File: src/rtl/ram_port_arbiter_if.sv
// Two-requester single-port RAM access bundle: requester handshakes, read returns and the RAM port A.
// The slave side is the arbiter; the master side is the environment (requesters plus the RAM itself).
`timescale 1ns/1ps
interface ram_port_arbiter_if #(
    parameter int ADDR_WIDTH = 6,
    parameter int DATA_WIDTH = 8
);
    logic                  req0;
    logic                  req1;
    logic                  we0;
    logic                  we1;
    logic [ADDR_WIDTH-1:0] addr0;
    logic [ADDR_WIDTH-1:0] addr1;
    logic [DATA_WIDTH-1:0] din0;
    logic [DATA_WIDTH-1:0] din1;
    logic                  gnt0;
    logic                  gnt1;
    logic                  rvalid0;
    logic                  rvalid1;
    logic [DATA_WIDTH-1:0] rdata0;
    logic [DATA_WIDTH-1:0] rdata1;
    logic                  ram_we;
    logic [ADDR_WIDTH-1:0] ram_addr_a;
    logic [DATA_WIDTH-1:0] ram_din_a;
    logic [DATA_WIDTH-1:0] ram_dout_a;

    modport slave (
        input  req0, req1, we0, we1, addr0, addr1, din0, din1, ram_dout_a,
        output gnt0, gnt1, rvalid0, rvalid1, rdata0, rdata1, ram_we, ram_addr_a, ram_din_a
    );

    modport master (
        output req0, req1, we0, we1, addr0, addr1, din0, din1, ram_dout_a,
        input  gnt0, gnt1, rvalid0, rvalid1, rdata0, rdata1, ram_we, ram_addr_a, ram_din_a
    );
endinterface

File: src/rtl/ram_port_arbiter.sv
// Arbitrates two requesters onto one RAM port with a bounded burst per owner and round-robin tie-break.
// Grants are combinational (zero latency); read data valid one cycle after a granted read.
`timescale 1ns/1ps
module ram_port_arbiter #(
    parameter int ADDR_WIDTH = 6,
    parameter int DATA_WIDTH = 8,
    parameter int BURST_MAX  = 4
) (
    input  logic                clk,
    input  logic                reset,
    ram_port_arbiter_if.slave   bus
);
    typedef enum logic [1:0] {IDLE, OWN0, OWN1} state_t;

    localparam logic [3:0] BMAX = 4'(BURST_MAX);

    state_t     state_q, state_d;
    logic       ptr_q, ptr_d;
    logic [3:0] cnt_q, cnt_d;
    logic       rv0_q, rv1_q;
    logic       g0, g1;

    always_comb begin
        g0      = 1'b0;
        g1      = 1'b0;
        state_d = IDLE;
        ptr_d   = ptr_q;
        cnt_d   = 4'd0;

        // Grants are forced low during reset regardless of requests.
        if (!reset) begin
            case (state_q)
                IDLE: begin
                    if (bus.req0 && bus.req1) begin
                        g0 = ~ptr_q;
                        g1 = ptr_q;
                    end else begin
                        g0 = bus.req0;
                        g1 = bus.req1;
                    end
                end
                OWN0: begin
                    if (bus.req0 && (cnt_q < BMAX || !bus.req1)) g0 = 1'b1;
                    else                                         g1 = bus.req1;
                end
                OWN1: begin
                    if (bus.req1 && (cnt_q < BMAX || !bus.req0)) g1 = 1'b1;
                    else                                         g0 = bus.req0;
                end
                default: ;
            endcase
        end

        // A switch of owner hands priority to the loser; a repeat grant just extends the burst.
        if (g0) begin
            state_d = OWN0;
            if (state_q == OWN0) begin
                cnt_d = (cnt_q == BMAX) ? cnt_q : cnt_q + 4'd1;
            end else begin
                cnt_d = 4'd1;
                ptr_d = 1'b1;
            end
        end else if (g1) begin
            state_d = OWN1;
            if (state_q == OWN1) begin
                cnt_d = (cnt_q == BMAX) ? cnt_q : cnt_q + 4'd1;
            end else begin
                cnt_d = 4'd1;
                ptr_d = 1'b0;
            end
        end
    end

    always_ff @(posedge clk) begin
        if (reset) begin
            state_q <= IDLE;
            ptr_q   <= 1'b0;
            cnt_q   <= 4'd0;
            rv0_q   <= 1'b0;
            rv1_q   <= 1'b0;
        end else begin
            state_q <= state_d;
            ptr_q   <= ptr_d;
            cnt_q   <= cnt_d;
            rv0_q   <= g0 & ~bus.we0;
            rv1_q   <= g1 & ~bus.we1;
        end
    end

    assign bus.gnt0       = g0;
    assign bus.gnt1       = g1;
    assign bus.ram_we     = (g0 & bus.we0) | (g1 & bus.we1);
    assign bus.ram_addr_a = g0 ? bus.addr0 : (g1 ? bus.addr1 : {ADDR_WIDTH{1'b0}});
    assign bus.ram_din_a  = g0 ? bus.din0  : (g1 ? bus.din1  : {DATA_WIDTH{1'b0}});
    // Gating with reset kills a read return that lands in the first reset cycle.
    assign bus.rvalid0    = rv0_q & ~reset;
    assign bus.rvalid1    = rv1_q & ~reset;
    assign bus.rdata0     = bus.ram_dout_a;
    assign bus.rdata1     = bus.ram_dout_a;
endmodule

File: src/flat_wrapper.sv
// flat-port wrapper written by rule: the top's interface ports become plain ports
module ram_port_arbiter_flat 
#(
    parameter int ADDR_WIDTH = 6,
    parameter int DATA_WIDTH = 8,
    parameter int BURST_MAX  = 4
)
  (clk, reset, bus_req0, bus_req1, bus_we0, bus_we1, bus_addr0, bus_addr1, bus_din0, bus_din1, bus_ram_dout_a, bus_gnt0, bus_gnt1, bus_rvalid0, bus_rvalid1, bus_rdata0, bus_rdata1, bus_ram_we, bus_ram_addr_a, bus_ram_din_a);
  ram_port_arbiter_if #(.ADDR_WIDTH(ADDR_WIDTH), .DATA_WIDTH(DATA_WIDTH)) bus_i ();
  input  logic clk;
  input  logic reset;
  input wire logic [$bits(bus_i.req0)-1:0] bus_req0;
  input wire logic [$bits(bus_i.req1)-1:0] bus_req1;
  input wire logic [$bits(bus_i.we0)-1:0] bus_we0;
  input wire logic [$bits(bus_i.we1)-1:0] bus_we1;
  input wire logic [$bits(bus_i.addr0)-1:0] bus_addr0;
  input wire logic [$bits(bus_i.addr1)-1:0] bus_addr1;
  input wire logic [$bits(bus_i.din0)-1:0] bus_din0;
  input wire logic [$bits(bus_i.din1)-1:0] bus_din1;
  input wire logic [$bits(bus_i.ram_dout_a)-1:0] bus_ram_dout_a;
  output wire logic [$bits(bus_i.gnt0)-1:0] bus_gnt0;
  output wire logic [$bits(bus_i.gnt1)-1:0] bus_gnt1;
  output wire logic [$bits(bus_i.rvalid0)-1:0] bus_rvalid0;
  output wire logic [$bits(bus_i.rvalid1)-1:0] bus_rvalid1;
  output wire logic [$bits(bus_i.rdata0)-1:0] bus_rdata0;
  output wire logic [$bits(bus_i.rdata1)-1:0] bus_rdata1;
  output wire logic [$bits(bus_i.ram_we)-1:0] bus_ram_we;
  output wire logic [$bits(bus_i.ram_addr_a)-1:0] bus_ram_addr_a;
  output wire logic [$bits(bus_i.ram_din_a)-1:0] bus_ram_din_a;
  assign bus_i.req0 = bus_req0;
  assign bus_i.req1 = bus_req1;
  assign bus_i.we0 = bus_we0;
  assign bus_i.we1 = bus_we1;
  assign bus_i.addr0 = bus_addr0;
  assign bus_i.addr1 = bus_addr1;
  assign bus_i.din0 = bus_din0;
  assign bus_i.din1 = bus_din1;
  assign bus_i.ram_dout_a = bus_ram_dout_a;
  assign bus_gnt0 = bus_i.gnt0;
  assign bus_gnt1 = bus_i.gnt1;
  assign bus_rvalid0 = bus_i.rvalid0;
  assign bus_rvalid1 = bus_i.rvalid1;
  assign bus_rdata0 = bus_i.rdata0;
  assign bus_rdata1 = bus_i.rdata1;
  assign bus_ram_we = bus_i.ram_we;
  assign bus_ram_addr_a = bus_i.ram_addr_a;
  assign bus_ram_din_a = bus_i.ram_din_a;
  ram_port_arbiter #(.ADDR_WIDTH(ADDR_WIDTH), .DATA_WIDTH(DATA_WIDTH), .BURST_MAX(BURST_MAX)) u_core (.clk(clk), .reset(reset), .bus(bus_i));
endmodule
File: config.mk
export PLATFORM = sky130hd
export DESIGN_NAME = ram_port_arbiter_flat
export DESIGN_NICKNAME = d
export VERILOG_FILES = /design/src/rtl/ram_port_arbiter_if.sv /design/src/rtl/ram_port_arbiter.sv /design/src/flat_wrapper.sv
export SDC_FILE = /design/constraint.sdc
export NUM_CORES = 1
export LEC_CHECK = 0
export ABC_AREA = 1
export BUFFER_PORTS_ARGS = -buffer_cell sky130_fd_sc_hd__buf_2
export CORE_ASPECT_RATIO = 0.7
export CORE_MARGIN = 3
export CORE_UTILIZATION = 40
export CTS_CLUSTER_SIZE = 30
export DETAILED_ROUTE_END_ITERATION = 12
export GPL_TIMING_DRIVEN = 0
export PLACE_DENSITY = 0.94
export REMOVE_ABC_BUFFERS = 1
export SETUP_SLACK_MARGIN = 0.05
export SYNTH_ARGS = -nofsm -noshare
export SYNTH_HDL_FRONTEND = slang
export SYNTH_SLANG_ARGS = --single-unit
File: constraint.sdc
create_clock -name clk -period 2.35 [get_ports clk]
set_input_delay 0.1175 -clock clk [delete_from_list [all_inputs] [get_ports clk]]
set_output_delay 0.1175 -clock clk [all_outputs]
set_load 0.02 [all_outputs]
==> flow_summary.ini <==
[run_status]
run_status = finished, final reports clean

[setup_path]
worstPathCellList = nand2_2, inv_1, nand2_1, nand3_2, nand2_2, inv_2, nand2_1, nand2_1, buf_2
timing.rr.end = u_core.state_q[0]
critPathRequiredTime_ps = 2230
path_delay_family = simple AND/OR/NAND/NOR gates
cp_common_cell = nand2_1
crit_type = reg -> out
reg2reg_slack_ps = 890
cp-end-kind = output port
crit_arrival_ps = 1780
rr_worst_depth = 7
cp_num_buf_inv = 3
rr_startpoint = u_core.state_q[1]
critPathLaunchType = flip-flop
critical_path.slowest_cell = dfxtp_1
crit_path_max_incr_delay_ps = 410
cp_max_fo = 19

[drt]
drt_pass1_iterations = 4
dr_wl_met2_mm = 1.06
wire_per_inst_um = 11.1
route.met3.wl_um = 353
vias_per_cell = 4.92
finalWirelength_mm = 2.41
top_layer = met4
met1Wirelength_um = 961
drc = 0
ant_nets = 0
dr.first_iter.drc_count = 65
via_count = 1062

[clocking]
cts_tree = yes
root_buffer = clkbuf_4
numCtsBuffers = 3
clock_latency_ps = 270
cts_buffer_depth = 2
h-tree-depth = 1
hold_buffers = 0
cts_setup_buffers = 0
clk_transition_reported_paths_ps = 70
clkSinkCount = 9

[placement]
placed_area_um2 = 1020
pre_cts_ws_ps = 474
gp_congestion = 0.915
port_buffers = 52
dp.cells = 212
hpwl_mm = 1.88

[layout]
num-nets-final = 231
layout.cells.non_filler = 216
areaGrowthSynthToFinish_pct = 20.1
drive_gt1_frac = 0.333
final_util = 0.535
num_antenna_cells = 0
fin_area_um2 = 1050

[grt]
grt_pass1_vias = 991
track_usage = 0.189
grt_pass1_wl_mm = 3.95
grt-ovfl-total = 0
antenna_found_initial = 0
grt_max_degree = 23

[logic_synthesis]
synth_cell_type_count = 19
ys_seq_area_frac = 0.205
netlist_instances = 152
synth_area_um2 = 877
yosys_warnings = 0
yosys_register_bits = 9
syn_avg_cell_area_um2 = 5.77

[timing]
final-setup-viol-count = 0
worst-slew-pin-transition_ps = 645
worst_clock_skew_ps = 3.13
tns_ps = 0
hold_viol_final = 0
period_share = 0.809
max_slew_margin = 0.570
holdWs_ps = 5.43
grt_setup_unrepaired = no
maxSlewViolCount = 0
finalCriticalPeriod_ps = 1900
fin_ws_ps = 449
fmax_mhz = 526

[worst_hold_path]
hold_end = u_core.rv1_q
holdCritStartpoint = bus_we1
hold_class = in -> reg
holdPathStages = 2

[job]
maxCapViolations = 0

[pwr]
p_leak_nw = 0.637
total_power_mw = 0.533
powerDensity_nw_per_um2 = 506
peakVddDrop_mv = 0.182

[die]
placementRows = 13
core_um2 = 1970
chipWidth_um = 62.0
io_pins = 77
fp.dieH_um = 45.2
start_util = 0.446
dieArea_um2 = 2800
-- cells in the final DEF (no fill, tap or decap) --
cell type and n:
inv_2 1, nand3_1 25, nor2_2 1, nand2_1 49
dfxtp_1 9, nor2_1 9, buf_2 52, xnor2_1 1
inv_1 15, a21oi_1 8, clkinv_2 1, o21ai_0 4
nand4_1 2, clkbuf_4 3, ha_1 2, nand3_2 2
nand2_2 2
-- cell families (layout without fill, tap and decap cells) --
family,after synthesis,in the layout,synth area share
AND/OR/NAND/NOR,90,90,0.444
buffers and inverters,38,72,0.244
AO/OA/AOI/OAI,12,12,0.0685
flip-flops,9,9,0.205
adder cells (fa/ha/maj),2,2,0.0285
XOR/XNOR,1,1,0.00999
-- layer usage --
metal / vias to the layer above / global-route usage
met1: 447 / 0.216
li1: 531 / -
met3: 6 / 0.117
met4: 0 / 0.0636
met2: 78 / 0.281
met5: - / 0.0816
-- area by class of cell --
| class | instances | area [um2] |
|---|---|---|
| Fill cell | 201 | 915 |
| Multi-Input combinational cell | 105 | 488 |
| Timing Repair Buffer | 52 | 260 |
| Sequential cell | 9 | 180 |
| Inverter | 16 | 60.1 |
| Tap cell | 30 | 37.5 |
| Clock buffer | 3 | 22.5 |
| Clock inverter | 1 | 5.00 |
-- where the power goes --
part           switching [mW]  internal [mW]
Sequential             0.0103          0.166
Combinational           0.152         0.0793
Clock                  0.0621         0.0631
Total                   0.225          0.308
-- worst reg2reg max path, cell delays in order (launching register included) --
cell and delay [ps]:
dfxtp_1 350, inv_1 80, nand2_2 110, inv_1 90, nand3_1 100, nand3_2 330
nand2_1 240, inv_1 50
-- repair_timing --
action,CTS,global route
hold endpoints to repair,0,0
gates resized for setup,0,1
setup endpoints to repair,0,9
-- synth_stat cells --
cell,n,area [um2]
o21ai_0,4,20.0
nor2_1,9,33.8
buf_2,3,15.0
nand2_1,49,184
nand3_2,1,10.0
nand4_1,2,12.5
xnor2_1,1,8.76
ha_1,2,25.0
buf_4,16,120
buf_1,1,3.75
buf_6,1,11.3
a21oi_1,8,40.0
nor2_2,1,6.26
clkbuf_1,1,3.75
dfxtp_1,9,180
inv_1,15,56.3
inv_2,1,3.75
nand2_2,2,12.5
nand3_1,26,130
-- how the worst max path moves through the flow --
stage               slack, ps           endpoint         startpoint  cells past startpoint
CTS                       220           bus_gnt0  u_core.state_q[1]                      8
finish                    450  bus_ram_addr_a[1]  u_core.state_q[0]                      9
floorplan                 870           bus_gnt0    u_core.cnt_q[2]                      6
global placement          480   bus_ram_din_a[6]              reset                      9
global route              220   bus_ram_din_a[2]              reset                      9
detailed placement        470  bus_ram_addr_a[1]              reset                      9
-- registers in the layout, indices dropped and copies added, names as in the netlist --
register	cells
u_core.ptr_q	1
u_core.rv0_q	1
u_core.rv1_q	1
u_core.cnt_q	4
u_core.state_q	2
Note: power is estimated with default switching activity, not from simulation.
